## config.mk

```make
export PLATFORM = sky130hd
export DESIGN_NAME = uart_tx_fifo
export DESIGN_NICKNAME = d
export VERILOG_FILES = /design/src/rtl/uart_tx_fifo.sv
export SDC_FILE = /design/constraint.sdc
export NUM_CORES = 1
export LEC_CHECK = 0
export BUFFER_PORTS_ARGS = -buffer_cell sky130_fd_sc_hd__buf_2
export CAP_MARGIN = 20
export CORE_ASPECT_RATIO = 0.8
export CORE_MARGIN = 2
export CORE_UTILIZATION = 61
export CTS_CLUSTER_SIZE = 10
export DETAILED_ROUTE_END_ITERATION = 7
export HOLD_SLACK_MARGIN = 0.03
export PLACE_DENSITY_LB_ADDON = 0.1
export SKIP_CTS_REPAIR_TIMING = 1
export SYNTH_ARGS = -nofsm -noshare
export SYNTH_HDL_FRONTEND = slang
export SYNTH_SLANG_ARGS = --single-unit
```

## constraint.sdc

```tcl
create_clock -name sclk -period 3 [get_ports sclk]
set_input_delay 0.6 -clock sclk [delete_from_list [all_inputs] [get_ports sclk]]
set_output_delay 0.6 -clock sclk [all_outputs]
set_load 0.02 [all_outputs]
```

## src/rtl/uart_tx_fifo.sv

```systemverilog
// UART transmitter fed by a circular-buffer FIFO; frames leave back-to-back
// with a configurable data width, parity and stop-bit count.
module uart_tx_fifo #(
    parameter int CLK_FREQ   = 50_000_000,
    parameter int BAUD       = 115200,
    parameter int DATA_BITS  = 8,
    parameter int PARITY     = 0,
    parameter int STOP_BITS  = 1,
    parameter int FIFO_DEPTH = 16
) (
    input  logic                          sclk,
    input  logic                          RSTn,
    input  logic                          wr_en,
    input  logic [DATA_BITS-1:0]          wr_data,
    output logic                          full,
    output logic                          empty,
    output logic [$clog2(FIFO_DEPTH):0]   level,
    output logic                          overflow,
    output logic                          busy,
    output logic                          frame_done,
    output logic                          TX_Pin_Out
);

    localparam int DIV = (CLK_FREQ + BAUD / 2) / BAUD;
    localparam int AW  = $clog2(FIFO_DEPTH);
    localparam int PW  = AW + 1;
    localparam int CW  = $clog2(DIV);
    localparam int BW  = 4;

    localparam logic [CW-1:0] CNT_LAST  = CW'(DIV - 1);
    localparam logic [BW-1:0] DATA_LAST = BW'(DATA_BITS - 1);
    localparam logic [BW-1:0] STOP_LAST = BW'(STOP_BITS - 1);

    typedef enum logic [2:0] {
        S_IDLE   = 3'd0,
        S_START  = 3'd1,
        S_DATA   = 3'd2,
        S_PARITY = 3'd3,
        S_STOP   = 3'd4
    } state_t;

    logic [DATA_BITS-1:0] r_mem [FIFO_DEPTH];
    logic [PW-1:0]        r_wr_ptr;
    logic [PW-1:0]        r_rd_ptr;
    logic                 r_overflow;

    logic                 w_full;
    logic                 w_empty;
    logic                 w_push;
    logic                 w_pop;
    logic [DATA_BITS-1:0] w_head;
    logic                 w_head_parity;

    state_t               r_state;
    state_t               w_state_next;
    logic [CW-1:0]        r_cnt;
    logic [CW-1:0]        w_cnt_next;
    logic [BW-1:0]        r_bit;
    logic [BW-1:0]        w_bit_next;
    logic [DATA_BITS-1:0] r_shift;
    logic [DATA_BITS-1:0] w_shift_next;
    logic                 r_parity;
    logic                 w_parity_next;
    logic                 r_tx;
    logic                 w_tx_next;
    logic                 w_bit_end;
    logic                 w_frame_done;

    // Write side handshake: wr_en is a valid with no backpressure wait; the
    // word is taken iff wr_en && !full on the same edge, otherwise it is
    // discarded and overflow pulses in the following cycle.
    assign w_full  = (r_wr_ptr[AW] != r_rd_ptr[AW]) &&
                     (r_wr_ptr[AW-1:0] == r_rd_ptr[AW-1:0]);
    assign w_empty = (r_wr_ptr == r_rd_ptr);
    assign w_push  = wr_en && !w_full;

    assign w_head        = r_mem[r_rd_ptr[AW-1:0]];
    assign w_head_parity = (PARITY == 1) ? ~^w_head : ^w_head;

    always_ff @(posedge sclk or negedge RSTn) begin
        if (!RSTn) begin
            r_wr_ptr   <= '0;
            r_rd_ptr   <= '0;
            r_overflow <= 1'b0;
        end else begin
            if (w_push) begin
                r_wr_ptr <= r_wr_ptr + PW'(1);
            end
            if (w_pop) begin
                r_rd_ptr <= r_rd_ptr + PW'(1);
            end
            r_overflow <= wr_en && w_full;
        end
    end

    // Storage needs no reset: a slot is only read after it has been written.
    always_ff @(posedge sclk) begin
        if (w_push) begin
            r_mem[r_wr_ptr[AW-1:0]] <= wr_data;
        end
    end

    assign w_bit_end = (r_cnt == CNT_LAST);

    always_comb begin
        w_state_next  = r_state;
        w_cnt_next    = w_bit_end ? '0 : r_cnt + CW'(1);
        w_bit_next    = r_bit;
        w_shift_next  = r_shift;
        w_parity_next = r_parity;
        w_pop         = 1'b0;
        w_frame_done  = 1'b0;
        case (r_state)
            S_IDLE: begin
                w_cnt_next = '0;
                if (!w_empty) begin
                    w_pop         = 1'b1;
                    w_shift_next  = w_head;
                    w_parity_next = w_head_parity;
                    w_bit_next    = '0;
                    w_state_next  = S_START;
                end
            end
            S_START: begin
                if (w_bit_end) begin
                    w_bit_next   = '0;
                    w_state_next = S_DATA;
                end
            end
            S_DATA: begin
                if (w_bit_end) begin
                    w_shift_next = r_shift >> 1;
                    if (r_bit == DATA_LAST) begin
                        w_bit_next   = '0;
                        w_state_next = (PARITY != 0) ? S_PARITY : S_STOP;
                    end else begin
                        w_bit_next = r_bit + BW'(1);
                    end
                end
            end
            S_PARITY: begin
                if (w_bit_end) begin
                    w_bit_next   = '0;
                    w_state_next = S_STOP;
                end
            end
            S_STOP: begin
                if (w_bit_end) begin
                    if (r_bit == STOP_LAST) begin
                        w_frame_done = 1'b1;
                        w_bit_next   = '0;
                        // Chain straight into the next start bit when data waits.
                        if (!w_empty) begin
                            w_pop         = 1'b1;
                            w_shift_next  = w_head;
                            w_parity_next = w_head_parity;
                            w_state_next  = S_START;
                        end else begin
                            w_state_next = S_IDLE;
                        end
                    end else begin
                        w_bit_next = r_bit + BW'(1);
                    end
                end
            end
            default: begin
                w_cnt_next   = '0;
                w_bit_next   = '0;
                w_state_next = S_IDLE;
            end
        endcase
    end

    // The pin register is loaded with the level belonging to the next state,
    // so the line changes on the same edge as the state.
    always_comb begin
        w_tx_next = 1'b1;
        case (w_state_next)
            S_START:  w_tx_next = 1'b0;
            S_DATA:   w_tx_next = w_shift_next[0];
            S_PARITY: w_tx_next = w_parity_next;
            default:  w_tx_next = 1'b1;
        endcase
    end

    always_ff @(posedge sclk or negedge RSTn) begin
        if (!RSTn) begin
            r_state  <= S_IDLE;
            r_cnt    <= '0;
            r_bit    <= '0;
            r_shift  <= '0;
            r_parity <= 1'b0;
            r_tx     <= 1'b1;
        end else begin
            r_state  <= w_state_next;
            r_cnt    <= w_cnt_next;
            r_bit    <= w_bit_next;
            r_shift  <= w_shift_next;
            r_parity <= w_parity_next;
            r_tx     <= w_tx_next;
        end
    end

    assign full       = w_full;
    assign empty      = w_empty;
    assign level      = r_wr_ptr - r_rd_ptr;
    assign overflow   = r_overflow;
    assign busy       = (r_state != S_IDLE);
    assign frame_done = w_frame_done;
    assign TX_Pin_Out = r_tx;

endmodule

```

==> metrics.log, run 1 <==
INFO  metric outcome = finished clean
INFO  metric worst-path-buf-inv = 3
INFO  metric endpoint_kind = output port
INFO  metric finalSetupViolations = 0
INFO  metric yosys_warnings = 0
INFO  metric tritoncts_num_sinks = 165
INFO  metric clock_buffers_created_by_tritoncts = 17
INFO  metric place.port_buffers = 21
INFO  metric fin_setup_tns = 0 ns
INFO  metric die_area = 0.0122 sq mm
INFO  metric max_freq = 350 MHz
INFO  metric floorplan.die.width = 123 um
INFO  metric dr.pass1.iters = 5
INFO  metric synthesis.nets = 455
INFO  metric totalWireLength = 13800 um
INFO  metric route.detailed.vias_per_inst = 6.14
INFO  metric std_cell_rows = 34
INFO  metric timing.final.hold_violations = 0
INFO  metric critical_path_required = 2.40 ns
INFO  metric drv_cap = 0
INFO  metric number_of_antenna_violations_at_the_first_check_in_global_routing = 0
INFO  metric dp_hpwl = 9140 um
INFO  metric power.ir.vdd_worst = 0.823 mV
INFO  metric drive_above_1_share = 0.233
INFO  metric finish.utilization = 0.717
INFO  metric synth-edff-count = 128
INFO  metric worstSetupStartpointType = flop
INFO  metric timing.critical_path.cells = inv_2 -> ha_1 -> fa_1 -> inv_1 -> a21o_1 -> a21oi_1 -> xor2_1 -> buf_2
INFO  metric overflow = 0
INFO  metric finalWorstPathRequiredPeriod = 2.86 ns
INFO  metric synth_area_per_cell = 16.1 sq um
INFO  metric detail_route.wl_per_cell = 21.9 um
INFO  metric clock-skew-final = 0.0106 ns
INFO  metric crit_slowest_cell = dfrtp_1
INFO  metric io-pin-count = 22
INFO  metric drt_drc_violations_left = 0
INFO  metric worst_slew_margin_rel = 0.365
INFO  metric cts_root_buffer = clkbuf_16
INFO  metric crit_type = reg -> out
INFO  metric first_iter_violations = 401
INFO  metric num-nets-final = 496
INFO  metric cts-root-to-sink-buffers = 2
INFO  metric pin_count_of_the_biggest_net_entering_global_routing = 38
INFO  metric area_growth_syn_to_layout = 13.6%
INFO  metric place.gp.congestion = 0.819
INFO  metric synth_area = 0.00693 sq mm
INFO  metric power_density = 985 mW/mm^2
INFO  metric floorplan.die.height = 99.3 um
INFO  metric cp.arrival = 2.26 ns
INFO  metric worstHoldPathType = in -> async
INFO  metric clk_pin_slew = 0.06 ns
INFO  metric fillers = 695
INFO  metric grt_use_total = 0.254
INFO  metric drt.antenna.violating_nets = 0
INFO  metric synthDistinctLibCells = 42
INFO  metric clock_tree.htree_level_count = 4
INFO  metric vias = 3855
INFO  metric synth_cells = 430
INFO  metric insertedDiodeCount = 0
INFO  metric tritoncts = built
INFO  metric final_worst_path_cycle_share = 0.952
INFO  metric crit_family = adder cells
INFO  metric fin_area = 0.00787 sq mm
INFO  metric synthArstFlopShare = 0.224
INFO  metric seq_area_frac_synth = 0.689
INFO  metric final-max-slew-violation-count = 0
INFO  metric synth-main-ff-cell = edfxtp_1
INFO  metric clock_latency_late_sink = 0.44 ns
INFO  metric delay_of_the_slowest_cell_on_the_worst_path = 0.43 ns
INFO  metric grt_pass1_wl = 22100 um
INFO  metric multi_input_area = 0.00197 sq mm
INFO  metric power.leakage = 2.85 nW
INFO  metric core = 0.0110 sq mm
INFO  metric initial_core_util = 0.631
INFO  metric seqCellArea = 0.00477 sq mm
INFO  metric rsz0062_at_grt = no
INFO  metric place_area = 0.00727 sq mm
INFO  metric tightestPinTransition = 0.951 ns
INFO  metric yosys_register_bits = 165
INFO  metric via_count_of_the_first_global_routing_pass = 3934
INFO  metric crit_path_max_fanout = 4
final cells by class:
type	count	area share
clock inverter	12	0.0126
multi-input combinational	225	0.251
clock buffer	20	0.0636
timing repair buffer	41	0.0340
sequential	165	0.606
tap	144	0.0229
inverter	21	0.0100
sequential cells by signal, summed over array words and instances (netlist names):
signal / flops
r_bit: 4
TX_Pin_Out: 1
r_wr_ptr: 5
r_state: 3
r_parity: 1
overflow: 1
r_mem: 128
r_rd_ptr: 5
r_cnt: 9
r_shift: 8
report_power, final:
part	total (mW)	internal (mW)	leakage [nW]	switching [mW]
combinational	2.57	1.13	0.930	1.43
sequential	3.03	2.81	1.62	0.222
clock	2.15	1.23	0.295	0.926
total	7.75	5.17	2.85	2.58
worst paths after layout:
kind,startpoint,end,slack [ns],cells after the start
max,r_wr_ptr[0]$_DFFE_PN0P_,level[4],0.14,8
min,RSTn,r_state[2]$_DFF_PN0_,0.26,1
max reg2reg,r_rd_ptr[3]$_DFFE_PN0P_,r_mem[3][6]$_DFFE_PP_,0.37,8
min reg2reg,r_wr_ptr[4]$_DFFE_PN0P_,r_wr_ptr[4]$_DFFE_PN0P_,0.49,1
max in group asynchronous,RSTn,r_rd_ptr[0]$_DFFE_PN0P_,2.17,1
min in group sclk,wr_en,overflow$_DFF_PN0_,0.39,2
per-stage QoR:
| step | setup WS (ns) | power (mW) | cells | hold slack [ns] |
|---|---|---|---|---|
| 2_1_floorplan | 0.154 | 4.93 | 430 | 0.304 |
| 3_3_place_gp | 0.535 | 5.58 | 596 | 0.477 |
| 3_5_place_dp | 0.441 | 5.62 | 596 | 0.478 |
| 4_1_cts | 0.106 | 7.79 | 628 | 0.286 |
| 5_1_grt | 0.00912 | 8.14 | 628 | 0.338 |
| 6_report | 0.144 | 7.75 | 628 | 0.258 |
synthesized netlist by cell type, types with 4 or more instances:
cell	instances	area share
edfxtp_1	128	0.56
dfrtp_1	36	0.13
mux4_2	32	0.10
nor2_1	32	0.017
nand2_1	29	0.016
inv_1	21	0.011
xnor2_1	21	0.027
a22oi_1	17	0.018
ha_1	13	0.023
o21ai_0	12	0.0087
a21oi_1	7	0.0051
clkbuf_1	7	0.0038
nand3_1	7	0.0051
nand4_1	7	0.0063
a222oi_1	6	0.0087
nor2b_1	6	0.0054
xor2_1	6	0.0076
buf_2	5	0.0036
nor3_1	4	0.0029
kinds of logic after synthesis:
group	after synthesis	synth area share
AOI/OAI and AO/OA	51	0.0506
DFF	165	0.689
xor gates and xnor gates	27	0.0341
muxes	33	0.106
buffers and inverters	40	0.0264
and+or+nand+nor	100	0.0679
adders and majority gates	14	0.0264
cell usage in the layout, fill, tap and decap left out, types with 7 or more instances in the layout:
cell | synthesis | layout
buf_2 | 5 | 21
inv_1 | 21 | 20
xnor2_1 | 21 | 21
buf_4 | 1 | 19
a21oi_1 | 7 | 7
nand3_1 | 7 | 7
nand2_1 | 29 | 29
edfxtp_1 | 128 | 128
ha_1 | 13 | 13
a22oi_1 | 17 | 17
nand4_1 | 7 | 7
clkbuf_16 | 0 | 20
dfrtp_1 | 36 | 35
mux4_2 | 32 | 32
o21ai_0 | 12 | 12
nor2_1 | 32 | 32
metal layers:
layer / track usage / vias to the layer above / part of all wire
met4: 0.0769 / 0 / 0.012
met2: 0.366 / 141 / 0.46
met1: 0.382 / 1977 / 0.45
met3: 0.0768 / 16 / 0.069
li1: - / 1721 / -
met5: 0 / - / 0
(Power assumes the default switching activity.)
==> run 2: changes to the inputs <==
--- a/config.mk
+++ b/config.mk
@@ -13,7 +13,8 @@
 export CTS_CLUSTER_SIZE = 10
 export DETAILED_ROUTE_END_ITERATION = 7
 export HOLD_SLACK_MARGIN = 0.03
-export PLACE_DENSITY_LB_ADDON = 0.1
+export PLACE_DENSITY = 0.78
+export RECOVER_POWER = 25
 export SKIP_CTS_REPAIR_TIMING = 1
 export SYNTH_ARGS = -nofsm -noshare
 export SYNTH_HDL_FRONTEND = slang
==> run 2 against run 1 <==
Against the previous run:
- combinational power fell by 2%
- critical endpoint unchanged
- clock-buffer cell count fell by 2
- critical path type unchanged
- cell count down 0.16%
- global-route usage shrank 0.82 points
- sequential share of layout area is 0.21 points higher
- total power down 0.93%
- sequential cell count is the same
==> metrics.log, run 2 (same netlist as run 1, synthesis figures left out) <==
INFO  metric regToRegStartpoint = r_wr_ptr[2]$_DFFE_PN0P_ (was r_rd_ptr[3]$_DFFE_PN0P_)
INFO  metric clock_buffers_created_by_tritoncts = 17 (unchanged)
INFO  metric crit_path_max_fanout = 11 (was 4)
INFO  metric final-max-slew-violation-count = 0 (unchanged)
INFO  metric insertedDiodeCount = 0 (unchanged)
INFO  metric timing.critical_path.cells = ha_1 -> fa_1 -> inv_1 -> a21o_1 -> a21oi_1 -> xor2_1 -> buf_2 (was inv_2 -> ha_1 -> fa_1 -> inv_1 -> a21o_1 -> a21oi_1 -> xor2_1 -> buf_2)
INFO  metric first_iter_violations = 438 (was 401)
INFO  metric crit_family = flip-flops (was adder cells)
INFO  metric worst_reg2reg_setup_slack = 0.43 ns (was 0.37 ns)
INFO  metric timing.final.hold_violations = 0 (unchanged)
INFO  metric layout_setup_ws = 0.166 ns (was 0.144 ns)
INFO  metric place.gp.congestion = 0.823 (was 0.819)
INFO  metric worst_r2r_path_depth = 8 (unchanged)
INFO  metric worst-path-buf-inv = 2 (was 3)
INFO  metric multi_input_area = 0.00197 sq mm (unchanged)
INFO  metric cts_root_buffer = clkbuf_16 (unchanged)
INFO  metric vias = 3895 (was 3855)
INFO  metric initial_core_util = 0.631 (unchanged)
INFO  metric drv_cap = 0 (unchanged)
INFO  metric tritoncts_num_sinks = 165 (unchanged)
INFO  metric grt_pass1_wl = 21500 um (was 22100 um)
INFO  metric reg2reg_to = TX_Pin_Out$_DFF_PN1_ (was r_mem[3][6]$_DFFE_PP_)
INFO  metric p_int = 5.13 mW (was 5.17 mW)
INFO  metric dr.pass1.iters = 7 (was 5)
INFO  metric dpl_worst_slack = 0.425 ns (was 0.441 ns)
INFO  metric critical_path_required = 2.40 ns (about the same)
INFO  metric clk_pin_slew = 0.06 ns (about the same)
INFO  metric rsz0062_at_grt = no (unchanged)
INFO  metric p_clk_frac = 0.273 (was 0.278)
INFO  metric die_area = 0.0122 sq mm (unchanged)
INFO  metric largest_register_ff_count = 128 (unchanged)
INFO  metric worstHoldPathType = in -> async (unchanged)
INFO  metric seqCellArea = 0.00477 sq mm (unchanged)
INFO  metric via_count_of_the_first_global_routing_pass = 3898 (was 3934)
INFO  metric final_worst_path_cycle_share = 0.945 (was 0.952)
INFO  metric dp_hpwl = 8660 um (was 9140 um)
INFO  metric finalSetupViolations = 0 (unchanged)
INFO  metric p_comb_frac = 0.327 (was 0.331)
INFO  metric drt.antenna.violating_nets = 0 (unchanged)
INFO  metric layout.cells.most_common = edfxtp_1 (unchanged)
INFO  metric io-pin-count = 22 (unchanged)
INFO  metric clock-skew-final = 0.0138 ns (was 0.0106 ns)
INFO  metric number_of_antenna_violations_at_the_first_check_in_global_routing = 0 (unchanged)
INFO  metric num-nets-final = 496 (unchanged)
INFO  metric swShare = 0.332 (was 0.333)
INFO  metric route.detailed.vias_per_inst = 6.21 (was 6.14)
INFO  metric fin_setup_tns = 0 ns (unchanged)
INFO  metric worst_slew_margin_rel = 0.453 (was 0.365)
INFO  metric endpoint_kind = output port (unchanged)
INFO  metric floorplan.die.height = 99.3 um (unchanged)
INFO  metric std_cell_rows = 34 (unchanged)
INFO  metric register_share_of_total_power = 0.400 (was 0.391)
INFO  metric crit_type = reg -> out (unchanged)
INFO  metric detail_route.wl_per_cell = 22.0 um (was 21.9 um)
INFO  metric worstSetupStartpointType = flop (unchanged)
INFO  metric clock_latency_late_sink = 0.42 ns (was 0.44 ns)
INFO  metric power_density = 979 mW/mm^2 (was 985 mW/mm^2)
INFO  metric cts-root-to-sink-buffers = 2 (unchanged)
INFO  metric delay_of_the_slowest_cell_on_the_worst_path = 0.60 ns (was 0.43 ns)
INFO  metric overflow = 0 (unchanged)
INFO  metric commonest_cells_after_routing_fill_and_taps_aside = edfxtp_1 (128), dfrtp_1 (35), nor2_1 (32), mux4_2 (32), nand2_1 (29) (unchanged)
INFO  metric tightestPinTransition = 0.820 ns (was 0.951 ns)
INFO  metric tritoncts = built (unchanged)
INFO  metric outcome = finished clean (unchanged)
INFO  metric fillers = 712 (was 695)
INFO  metric clock_tree.htree_level_count = 4 (unchanged)
INFO  metric totalWireLength = 13800 um (about the same)
INFO  metric area_growth_syn_to_layout = 13.2% (was 13.6%)
INFO  metric floorplan.die.width = 123 um (unchanged)
INFO  metric p_switching = 2.55 mW (was 2.58 mW)
INFO  metric grt_use_total = 0.246 (was 0.254)
INFO  metric cp.arrival = 2.23 ns (was 2.26 ns)
INFO  metric drt_drc_violations_left = 0 (unchanged)
INFO  metric drive_above_1_share = 0.215 (was 0.233)
INFO  metric power.ir.vdd_worst = 0.623 mV (was 0.823 mV)
INFO  metric place.port_buffers = 21 (unchanged)
INFO  metric power.leakage = 2.82 nW (was 2.85 nW)
INFO  metric finalWorstPathRequiredPeriod = 2.83 ns (was 2.86 ns)
INFO  metric crit_slowest_cell = dfrtp_2 (was dfrtp_1)
INFO  metric pin_count_of_the_biggest_net_entering_global_routing = 38 (unchanged)
INFO  metric finish.utilization = 0.715 (was 0.717)
INFO  metric max_freq = 353 MHz (was 350 MHz)
INFO  metric core = 0.0110 sq mm (unchanged)
[run 2: worst register-to-register path, stage by stage, from the launching register on]
cell and delay, ns:
dfrtp_1 0.51, ha_1 0.44, nand4_1 0.16, nor2_1 0.18
or2_2 0.15, a21oi_1 0.06, o21bai_1 0.57, a22oi_1 0.20
o21ai_1 0.21
[run 2: final cells by class]
| type | count | area share |
|---|---|---|
| flip-flops and latches | 165 | 0.608 |
| multi-input cells | 225 | 0.251 |
| clock buffers | 18 | 0.0547 |
| repair buffers | 41 | 0.0348 |
| well taps | 144 | 0.0230 |
| clock inverters | 13 | 0.0175 |
| inverters | 21 | 0.0101 |
[run 2: stage by stage]
step	hold slack, ns	power [mW]	std cells	area (sq um)
after detailed placement	0.485	5.59	596	7280
after CTS	0.307	7.71	627	7850
after global placement	0.478	5.51	596	7280
after global routing	0.343	8.06	627	7840
after floorplan	0.304	4.93	430	6930
final	0.282	7.68	627	7840
[run 2: metal layers]
layer | wire [um] | GRT usage
met2 | 6910 | 0.387
met1 | 5650 | 0.354
met5 | 0 | 0
met4 | 178 | 0.0708
met3 | 1080 | 0.0550
[run 2: power groups by stage]
stage,logic [mW],clock network [mW],registers [mW]
3_3_place_gp,2.42,0,3.09
6_report,2.51,2.09,3.07
4_1_cts,2.52,2.12,3.07
3_5_place_dp,2.48,0,3.11
2_1_floorplan,1.94,0,2.98
5_1_grt,2.74,2.22,3.11
[run 2: worst max-delay path by stage]
stage | start | end | slack, ns | cells past startpoint
floorplan | r_rd_ptr[2]$_DFFE_PN0P_ | r_mem[3][0]$_DFFE_PP_ | 0.15 | 10
global placement | r_rd_ptr[0]$_DFFE_PN0P_ | r_parity$_DFF_PN0_ | 0.44 | 8
detailed placement | r_rd_ptr[0]$_DFFE_PN0P_ | r_parity$_DFF_PN0_ | 0.43 | 8
CTS | r_rd_ptr[0]$_DFFE_PN0P_ | level[4] | 0.15 | 7
global route | r_rd_ptr[0]$_DFFE_PN0P_ | level[4] | 0.02 | 7
finish | r_rd_ptr[0]$_DFFE_PN0P_ | level[4] | 0.17 | 7
==> run 3: changes to the inputs <==
--- a/config.mk
+++ b/config.mk
@@ -14,7 +14,6 @@
 export DETAILED_ROUTE_END_ITERATION = 7
 export HOLD_SLACK_MARGIN = 0.03
 export PLACE_DENSITY = 0.78
-export RECOVER_POWER = 25
 export SKIP_CTS_REPAIR_TIMING = 1
 export SYNTH_ARGS = -nofsm -noshare
 export SYNTH_HDL_FRONTEND = slang
==> run 3 against run 2 <==
Against the previous run:
- largest power group unchanged
- cell count unchanged
- maximum frequency about the same
- register-to-register slack about the same
- critical endpoint unchanged
- combinational power about the same
- hold slack worse by 0.0011 ns
- routed wire length up 0.41%
- total power about the same
- critical path depth unchanged
==> metrics.log, run 3 (same netlist as run 1, synthesis figures left out) <==
INFO  metric outcome = finished clean (unchanged)
INFO  metric drive_above_1_share = 0.228 (was 0.215)
INFO  metric finalSetupViolations = 0 (unchanged)
INFO  metric post_placement_cell_count = 596 (unchanged)
INFO  metric final_worst_path_cycle_share = 0.945 (about the same)
INFO  metric max_freq = 353 MHz (about the same)
INFO  metric regToRegStartpoint = r_rd_ptr[0]$_DFFE_PN0P_ (was r_wr_ptr[2]$_DFFE_PN0P_)
INFO  metric layout.cells.most_common = edfxtp_1 (unchanged)
INFO  metric drt.antenna.violating_nets = 0 (unchanged)
INFO  metric floorplan.die.width = 123 um (unchanged)
INFO  metric vias = 3915 (was 3895)
INFO  metric clock_latency_late_sink = 0.42 ns (about the same)
INFO  metric power.ir.vdd_worst = 0.624 mV (was 0.623 mV)
INFO  metric tritoncts = built (unchanged)
INFO  metric worst_slew_margin_rel = 0.454 (was 0.453)
INFO  metric grt_pass1_wl = 21500 um (unchanged)
INFO  metric insertedDiodeCount = 0 (unchanged)
INFO  metric finalWorstPathRequiredPeriod = 2.84 ns (was 2.83 ns)
INFO  metric num-nets-final = 496 (unchanged)
INFO  metric crit_type = reg -> out (unchanged)
INFO  metric rsz0062_at_grt = no (unchanged)
INFO  metric worst_hold_slack = 0.281 ns (was 0.282 ns)
INFO  metric clock-skew-final = 0.0136 ns (was 0.0138 ns)
INFO  metric place.gp.congestion = 0.823 (unchanged)
INFO  metric dp_hpwl = 8660 um (unchanged)
INFO  metric endpoint_kind = output port (unchanged)
INFO  metric final-max-slew-violation-count = 0 (unchanged)
INFO  metric worstSetupStartpointType = flop (unchanged)
INFO  metric tritoncts_num_sinks = 165 (unchanged)
INFO  metric crit_path_max_fanout = 11 (unchanged)
INFO  metric worstHoldPathType = in -> async (unchanged)
INFO  metric detail_route.wl_per_cell = 22.1 um (was 22.0 um)
INFO  metric pin_count_of_the_biggest_net_entering_global_routing = 38 (unchanged)
INFO  metric floorplan.die.height = 99.3 um (unchanged)
INFO  metric via_count_of_the_first_global_routing_pass = 3898 (unchanged)
INFO  metric dr.pass1.iters = 8 (was 7)
INFO  metric cts-root-to-sink-buffers = 2 (unchanged)
INFO  metric power.leakage = 2.84 nW (was 2.82 nW)
INFO  metric final-instance-count-excl-fill = 627 (unchanged)
INFO  metric clock_buffers_created_by_tritoncts = 17 (unchanged)
INFO  metric route.detailed.vias_per_inst = 6.24 (was 6.21)
INFO  metric fin_setup_tns = 0 ns (unchanged)
INFO  metric totalWireLength = 13900 um (was 13800 um)
INFO  metric cp.arrival = 2.24 ns (was 2.23 ns)
INFO  metric critical_path_required = 2.40 ns (about the same)
INFO  metric power_density = 979 mW/mm^2 (about the same)
INFO  metric critPathLaunch = r_rd_ptr[0]$_DFFE_PN0P_ (unchanged)
INFO  metric io-pin-count = 22 (unchanged)
INFO  metric std_cell_rows = 34 (unchanged)
INFO  metric first_iter_violations = 417 (was 438)
INFO  metric place.port_buffers = 21 (unchanged)
INFO  metric clock_tree.htree_level_count = 4 (unchanged)
INFO  metric initial_core_util = 0.631 (unchanged)
INFO  metric commonest_cells_after_routing_fill_and_taps_aside = edfxtp_1 (128), dfrtp_1 (35), nor2_1 (32), mux4_2 (32), nand2_1 (29) (unchanged)
INFO  metric overflow = 0 (unchanged)
INFO  metric grt_use_total = 0.246 (unchanged)
INFO  metric clk_pin_slew = 0.06 ns (about the same)
INFO  metric area_growth_syn_to_layout = 13.4% (was 13.2%)
INFO  metric timing.final.hold_violations = 0 (unchanged)
INFO  metric tightestPinTransition = 0.819 ns (was 0.820 ns)
INFO  metric cts_root_buffer = clkbuf_16 (unchanged)
INFO  metric drv_cap = 0 (unchanged)
INFO  metric core = 0.0110 sq mm (unchanged)
INFO  metric drt_drc_violations_left = 0 (unchanged)
INFO  metric largest_register_ff_count = 128 (unchanged)
INFO  metric number_of_antenna_violations_at_the_first_check_in_global_routing = 0 (unchanged)
INFO  metric die_area = 0.0122 sq mm (unchanged)
==> run 3: metal layers <==
layer / up-vias / share of wire / routed length [um] / track usage
met5: - / 0 / 0 / 0
met4: 0 / 0.015 / 206 / 0.0708
met3: 19 / 0.077 / 1070 / 0.0550
met2: 191 / 0.49 / 6830 / 0.387
met1: 1990 / 0.42 / 5760 / 0.354
li1: 1715 / - / - / -
==> run 3: worst max-delay path, stage by stage, from the launching register on <==
cell and delay (ns):
dfrtp_2 0.60, ha_1 0.26, fa_1 0.23, inv_1 0.06, a21o_1 0.18, a21oi_1 0.17, xor2_1 0.15, buf_2 0.17
==> run 3: worst paths after layout <==
kind	slack, ns	cells after the start	end
max	0.16	7	level[4]
min	0.28	1	r_rd_ptr[2]$_DFFE_PN0P_
max reg2reg	0.42	8	r_parity$_DFF_PN0_
min reg2reg	0.50	2	r_shift[0]$_DFF_PN0_
max in group asynchronous	2.16	1	r_rd_ptr[0]$_DFFE_PN0P_
min in group sclk	0.42	2	overflow$_DFF_PN0_
==> run 3: final cells by class <==
class | count | area [sq um]
inverters | 21 | 78.8
multi-input cells | 225 | 1970
clock buffers | 18 | 429
fillers | 706 | 3130
flip-flops and latches | 165 | 4770
repair buffers | 41 | 280
well taps | 144 | 180
clock inverters | 13 | 138
==> run 3: through the flow <==
step                      instance area, sq um  power, mW  worst slack, ns   util
after detailed placement                  7280       5.59            0.425  0.664
final                                     7850       7.68            0.165  0.715
after global placement                    7280       5.51            0.442  0.664
after global routing                      7850       8.06           0.0216  0.715
after floorplan                           6930       4.93            0.154      -
after CTS                                 7850       7.71            0.145  0.715
==> run 3: report_power, final <==
group          switching, mW  internal (mW)  total, mW
Combinational           1.37           1.15       2.52
Clock                  0.929           1.17       2.10
Sequential             0.261           2.81       3.07
